**src/rtl/snake_pkg.sv**
```systemverilog
// Shared encodings for the snake controller: directions, ASCII keys, command
// kinds and the consumer FSM states, plus the key decoder.
package snake_pkg;

  localparam logic [1:0] DIR_UP    = 2'b00;
  localparam logic [1:0] DIR_RIGHT = 2'b01;
  localparam logic [1:0] DIR_DOWN  = 2'b10;
  localparam logic [1:0] DIR_LEFT  = 2'b11;

  localparam logic [7:0] KEY_W    = 8'h77;
  localparam logic [7:0] KEY_A    = 8'h61;
  localparam logic [7:0] KEY_S    = 8'h73;
  localparam logic [7:0] KEY_D    = 8'h64;
  localparam logic [7:0] KEY_P    = 8'h70;
  localparam logic [7:0] KEY_R    = 8'h72;
  localparam logic [7:0] KEY_UC_A = 8'h41;
  localparam logic [7:0] KEY_UC_Z = 8'h5A;

  typedef enum logic [1:0] {
    CMD_NONE,
    CMD_DIR,
    CMD_PAUSE,
    CMD_RESTART
  } cmd_kind_e;

  typedef struct packed {
    cmd_kind_e  kind;
    logic [1:0] dir;
  } cmd_t;

  typedef enum logic {
    ST_IDLE,
    ST_SCAN
  } state_e;

  // Upper-case letters are folded to lower case; nothing else is touched.
  function automatic cmd_t decode_key(input logic [7:0] b);
    cmd_t       c;
    logic [7:0] lc;
    lc     = (b >= KEY_UC_A && b <= KEY_UC_Z) ? (b | 8'h20) : b;
    c.kind = CMD_NONE;
    c.dir  = DIR_RIGHT;
    case (lc)
      KEY_W: begin c.kind = CMD_DIR; c.dir = DIR_UP;    end
      KEY_D: begin c.kind = CMD_DIR; c.dir = DIR_RIGHT; end
      KEY_S: begin c.kind = CMD_DIR; c.dir = DIR_DOWN;  end
      KEY_A: begin c.kind = CMD_DIR; c.dir = DIR_LEFT;  end
      KEY_P: c.kind = CMD_PAUSE;
      KEY_R: c.kind = CMD_RESTART;
      default: c.kind = CMD_NONE;
    endcase
    return c;
  endfunction

endpackage

```
**src/rtl/cmd_fifo.sv**
```systemverilog
// Small synchronous FIFO for queued direction keys. A push to a full FIFO is
// accepted only when a pop happens in the same cycle; flush empties it.
module cmd_fifo #(
  parameter int DEPTH = 4,
  parameter int WIDTH = 2,
  parameter int PTR_W = 2
) (
  input  logic             i_clk,
  input  logic             rst,
  input  logic             i_push,
  input  logic             i_pop,
  input  logic             i_flush,
  input  logic [WIDTH-1:0] i_din,
  output logic [WIDTH-1:0] o_dout,
  output logic             o_full,
  output logic             o_empty
);

  localparam logic [PTR_W:0] FULL_CNT = (PTR_W + 1)'(DEPTH);

  logic [WIDTH-1:0] r_mem [DEPTH];
  logic [PTR_W-1:0] r_wr_ptr;
  logic [PTR_W-1:0] r_rd_ptr;
  logic [PTR_W:0]   r_count;
  logic             w_do_pop;
  logic             w_do_push;

  assign o_full    = (r_count == FULL_CNT);
  assign o_empty   = (r_count == '0);
  assign o_dout    = r_mem[r_rd_ptr];
  assign w_do_pop  = i_pop & ~o_empty;
  assign w_do_push = i_push & (~o_full | w_do_pop);

  always_ff @(posedge i_clk) begin
    if (w_do_push && !i_flush) begin
      r_mem[r_wr_ptr] <= i_din;
    end
  end

  always_ff @(posedge i_clk or negedge rst) begin
    if (!rst) begin
      r_wr_ptr <= '0;
      r_rd_ptr <= '0;
      r_count  <= '0;
    end else if (i_flush) begin
      r_wr_ptr <= '0;
      r_rd_ptr <= '0;
      r_count  <= '0;
    end else begin
      if (w_do_push) begin
        r_wr_ptr <= r_wr_ptr + PTR_W'(1);
      end
      if (w_do_pop) begin
        r_rd_ptr <= r_rd_ptr + PTR_W'(1);
      end
      case ({w_do_push, w_do_pop})
        2'b10:   r_count <= r_count + (PTR_W + 1)'(1);
        2'b01:   r_count <= r_count - (PTR_W + 1)'(1);
        default: r_count <= r_count;
      endcase
    end
  end

endmodule

```
**src/rtl/uart_cmd_ctrl.sv**
```systemverilog
// UART-to-game command controller: byte edge capture, key decode, pause and
// overflow flags, and the per-tick direction consumer.
module uart_cmd_ctrl
  import snake_pkg::*;
#(
  parameter int FIFO_DEPTH = 4,
  parameter int PTR_W      = 2
) (
  input  logic       i_clk,
  input  logic       rst,
  input  logic       i_rx_wr,
  input  logic [7:0] i_rx_data,
  input  logic       i_tick,
  input  logic       i_clr_err,
  output logic [1:0] o_dir,
  output logic       o_dir_valid,
  output logic       o_pause,
  output logic       o_restart,
  output logic       o_overflow
);

  logic       r_wr_q;
  logic [1:0] r_dir;
  logic       r_dir_valid;
  logic       r_pause;
  logic       r_restart;
  logic       r_overflow;
  state_e     r_state;

  logic       w_accept;
  cmd_t       w_cmd;
  logic       w_push;
  logic       w_pause_tgl;
  logic       w_restart;
  logic       w_pop;
  logic [1:0] w_head;
  logic       w_full;
  logic       w_empty;
  logic       w_head_legal;
  logic       w_overflow_set;

  // The receiver holds i_rx_wr for many cycles; only its rising edge counts.
  assign w_accept    = i_rx_wr & ~r_wr_q;
  assign w_cmd       = decode_key(i_rx_data);
  assign w_push      = w_accept & (w_cmd.kind == CMD_DIR);
  assign w_pause_tgl = w_accept & (w_cmd.kind == CMD_PAUSE);
  assign w_restart   = w_accept & (w_cmd.kind == CMD_RESTART);

  assign w_pop          = (r_state == ST_SCAN) & ~w_empty & ~w_restart;
  assign w_head_legal   = (w_head != r_dir) && (w_head != (r_dir ^ 2'b10));
  assign w_overflow_set = w_push & w_full & ~w_pop;

  cmd_fifo #(
    .DEPTH (FIFO_DEPTH),
    .WIDTH (2),
    .PTR_W (PTR_W)
  ) u_fifo (
    .i_clk   (i_clk),
    .rst     (rst),
    .i_push  (w_push),
    .i_pop   (w_pop),
    .i_flush (w_restart),
    .i_din   (w_cmd.dir),
    .o_dout  (w_head),
    .o_full  (w_full),
    .o_empty (w_empty)
  );

  always_ff @(posedge i_clk or negedge rst) begin
    if (!rst) begin
      r_wr_q      <= 1'b0;
      r_dir       <= DIR_RIGHT;
      r_dir_valid <= 1'b0;
      r_pause     <= 1'b0;
      r_restart   <= 1'b0;
      r_overflow  <= 1'b0;
      r_state     <= ST_IDLE;
    end else begin
      r_wr_q      <= i_rx_wr;
      r_dir_valid <= 1'b0;
      r_restart   <= 1'b0;

      if (w_overflow_set) begin
        r_overflow <= 1'b1;
      end else if (i_clr_err) begin
        r_overflow <= 1'b0;
      end

      // Restart overrides whatever the consumer would do this cycle.
      if (w_restart) begin
        r_restart <= 1'b1;
        r_dir     <= DIR_RIGHT;
        r_pause   <= 1'b0;
        r_state   <= ST_IDLE;
      end else begin
        if (w_pause_tgl) begin
          r_pause <= ~r_pause;
        end
        case (r_state)
          ST_IDLE: begin
            if (i_tick && !r_pause) begin
              r_state <= ST_SCAN;
            end
          end
          ST_SCAN: begin
            if (w_empty) begin
              r_state <= ST_IDLE;
            end else if (w_head_legal) begin
              r_dir       <= w_head;
              r_dir_valid <= 1'b1;
              r_state     <= ST_IDLE;
            end
          end
          default: r_state <= ST_IDLE;
        endcase
      end
    end
  end

  assign o_dir       = r_dir;
  assign o_dir_valid = r_dir_valid;
  assign o_pause     = r_pause;
  assign o_restart   = r_restart;
  assign o_overflow  = r_overflow;

endmodule

```
**config.mk**
```make
export PLATFORM = sky130hd
export DESIGN_NAME = uart_cmd_ctrl
export DESIGN_NICKNAME = d
export VERILOG_FILES = /design/src/rtl/snake_pkg.sv /design/src/rtl/cmd_fifo.sv /design/src/rtl/uart_cmd_ctrl.sv
export SDC_FILE = /design/constraint.sdc
export NUM_CORES = 1
export LEC_CHECK = 0
export ABC_CLOCK_PERIOD_IN_PS = 2500
export CORE_MARGIN = 4
export CORE_UTILIZATION = 47
export DETAILED_ROUTE_END_ITERATION = 16
export GPL_TIMING_DRIVEN = 0
export PLACE_DENSITY_LB_ADDON = 0.08
export SYNTH_ARGS = -nofsm -noshare
export SYNTH_HDL_FRONTEND = slang
export SYNTH_SLANG_ARGS = --single-unit
```
**constraint.sdc**
```tcl
create_clock -name i_clk -period 2.5 [get_ports i_clk]
set_clock_uncertainty 0.15 [all_clocks]
set_input_delay 0.625 -clock i_clk [delete_from_list [all_inputs] [get_ports i_clk]]
set_output_delay 0.625 -clock i_clk [all_outputs]
set_load 0.005 [all_outputs]
```
==> impl_metrics.json <==
{
  "hpwlAfterDp_mm": 1.700,
  "vias": 842,
  "placedCellCount": 151,
  "clk_pin_slew_worst_paths_ns": 0.13,
  "cts_root_buf": "clkbuf_4",
  "grt_pass1_wl_mm": 3.905,
  "synth_fp_nets": 122,
  "worst_slack_ns": 0.06247,
  "wire_per_inst_um": 14.19,
  "die_height_um": 59,
  "finalInstanceArea_um2": 1529,
  "ys_types": 41,
  "critical_path_class": "input port to register",
  "wl_met3_um": 105,
  "grt-ovfl-total": 0,
  "worstPathMaxFanout": 2,
  "layout_commonest_cell": "dfrtp_1",
  "post_dp_cell_area_um2": 1436,
  "setup_violations": 0,
  "core_area_um2": 2477,
  "antenna_found_initial": 0,
  "finalSetupTns_ns": 0,
  "grt_max_degree": 16,
  "drive_above_1_share_pct": 26.36,
  "gp_congestion": 0.7102,
  "syn-cell-area_um2": 1222,
  "synth-main-ff-cell": "dfrtp_1",
  "status": "completed",
  "final_cell_mix": "dfrtp_1 (14), clkdlybuf4s50_1 (11), nor2_1 (9)",
  "ys_seq_elements": 23,
  "cp.arrival_ns": 2.50,
  "worst_pin_slew_ns": 0.7004,
  "syn_area_per_cell_um2": 11.75,
  "io_buffers": 17,
  "start_util_pct": 49.34,
  "maxSlewHeadroom_pct": 53.16,
  "synth_edf_count": 8,
  "route.detailed.drc": 0,
  "tritoncts": "built",
  "drt_first_iter_violations": 27,
  "stdcell_count": 159,
  "core.rowCount": 18,
  "syn_inst": 104,
  "ff2ff_path_depth": 7,
  "grt_util_all_layers_pct": 14.82,
  "slowest_delay_ns": 0.53,
  "whs_path_depth": 2,
  "postRouteAntennaNets": 0,
  "htreeDepth": 1,
  "hold_class": "register to register",
  "yosysSeqAreaShare_pct": 50.46,
  "cap_violations": 0,
  "synthArstFlopShare_pct": 65.22,
  "drtPass1Iterations": 4,
  "wl_mm": 2.256,
  "dieArea_um2": 3481,
  "min_period_over_period_pct": 97.50,
  "vdd_drop_max_uv": 552.3,
  "route.top_layer_used": "met4",
  "clk-insertion-delay-late_ns": 0.31,
  "place_ws_ns": -0.7886,
  "synth_warnings": 0,
  "layout.nets": 148,
  "met2_length_mm": 1.036,
  "vias_per_cell": 5.296,
  "hold_violations": 0,
  "path_cells": "buf_8, or4b_4, o22ai_4, a21oi_2, fa_2, a211oi_2, a31oi_1, mux2_1",
  "slowest_stage": "or4b_4",
  "slew_viol_final": 0,
  "area_delta_synth_final_pct": 25.08,
  "cts_sinks": 23,
  "startpoint": "i_rx_data[1]",
  "nFillCells": 222,
  "max-clock-path-buffers": 2,
  "end_kind": "register",
  "hold_buffers": 0,
  "antenna_cells": 0,
  "crit_path_start_kind": "input port",
  "max_freq_mhz": 410.3,
  "numCtsBuffers": 3,
  "grt_pass1_vias": 874,
  "hold_path.startpoint": "o_dir[0]",
  "rsz0062_at_grt": "no",
  "wl_met1_mm": 1.095,
  "worstPathRequired_ns": 2.56,
  "min_period_ns": 2.438,
  "io-pin-count": 19,
  "die_x_um": 59,
  "hold_ws_ns": 0.3614,
  "p_leak_uw": 0.0006080,
  "p_per_area_nw_per_um2": 867.7,
  "r2r_start": "u_fifo.r_count[0]"
}
power by group:
group	internal, uW	switching [uW]	total [uW]	leakage, uW
logic	304	251	555	0.000335
clock network	59.7	115	174	0.0000177
registers	482	115	598	0.000255
kinds of logic after synthesis:
logic type / after synthesis / share of synthesized area (%)
flops: 23 / 50.46
buf+inv: 7 / 2.763
compound gates: 17 / 10.44
xor+xnor: 5 / 3.583
simple gates: 39 / 18.12
mux: 8 / 8.904
fa+ha+maj: 5 / 5.732
cell usage after synthesis (2+ instances only):
| library cell | number | area (um2) |
|---|---|---|
| mux2i_1 | 3 | 30.03 |
| edfxtp_1 | 8 | 240.2 |
| o21ai_0 | 3 | 15.01 |
| nor2b_1 | 2 | 12.51 |
| nand3b_1 | 2 | 15.01 |
| a21oi_1 | 3 | 15.01 |
| nor3b_1 | 2 | 15.01 |
| mux4_2 | 2 | 45.04 |
| nor3_1 | 2 | 10.01 |
| nand2_1 | 8 | 30.03 |
| xor2_1 | 2 | 17.52 |
| xnor2_1 | 3 | 26.28 |
| dfrtp_1 | 14 | 350.3 |
| mux2_2 | 2 | 22.52 |
| nand3_1 | 3 | 15.01 |
| nor2_1 | 9 | 33.78 |
| ha_1 | 4 | 50.05 |
| a31oi_1 | 2 | 12.51 |
| and2_2 | 4 | 30.03 |
| inv_1 | 4 | 15.01 |
| o31ai_1 | 2 | 15.01 |
path summary, 6_finish.rpt:
path / end / slack, ns
max in group asynchronous: u_fifo.r_wr_ptr[0] / 1.19
min in group asynchronous: u_fifo.r_count[1] / 0.57
max reg2reg: u_fifo.r_count[2] / 0.10
max: u_fifo.r_count[2] / 0.06
min: o_dir[0] / 0.36
min reg2reg: o_dir[0] / 0.36
what timing repair did:
| item | 4_1_cts | 5_1_grt |
|---|---|---|
| buffers inserted | 3 | 1 |
| endpoints found under the setup margin | 11 | 1 |
| cloned | 0 | 0 |
| pin swaps | 6 | 3 |
| resized for setup | 29 | 1 |
sequential cells by signal, summed over array words and instances (netlist names):
name	cells
o_restart	1
o_dir_valid	1
r_state	1
u_fifo.r_wr_ptr	2
u_fifo.r_count	3
u_fifo.r_mem	8
o_pause	1
o_dir	2
r_wr_q	1
o_overflow	1
u_fifo.r_rd_ptr	2
area by class of cell:
cell class / count / area [um2] / area share (%)
buffer: 2 / 15.01 / 0.9820
clock buffer: 3 / 22.52 / 1.473
clock inverter: 1 / 5.005 / 0.3273
inverter: 5 / 18.77 / 1.227
multi-input combinational: 74 / 619.3 / 40.51
sequential: 23 / 616.8 / 40.34
tap: 30 / 37.54 / 2.455
timing repair buffer: 21 / 193.9 / 12.68
worst max-delay path, delay by kind of cell:
kind	cells	cell delay, ns
compound gates	4	0.56
fa+ha+maj	1	0.36
buf+inv	1	0.09
mux	1	0.33
simple gates	1	0.53
per-stage QoR:
step	power, uW	util, %
2_1_floorplan	969.6	-
6_report	1327	61.72
3_3_place_gp	1107	57.98
5_1_grt	1437	61.72
4_1_cts	1336	61.16
3_5_place_dp	1126	57.98
metal layers:
layer	global-route usage, %	vias up
li1	-	427
met1	19.58	398
met2	24.92	15
met3	2.179	2
met4	4.854	0
met5	0	-
Note: power is estimated with default switching activity, not from simulation.
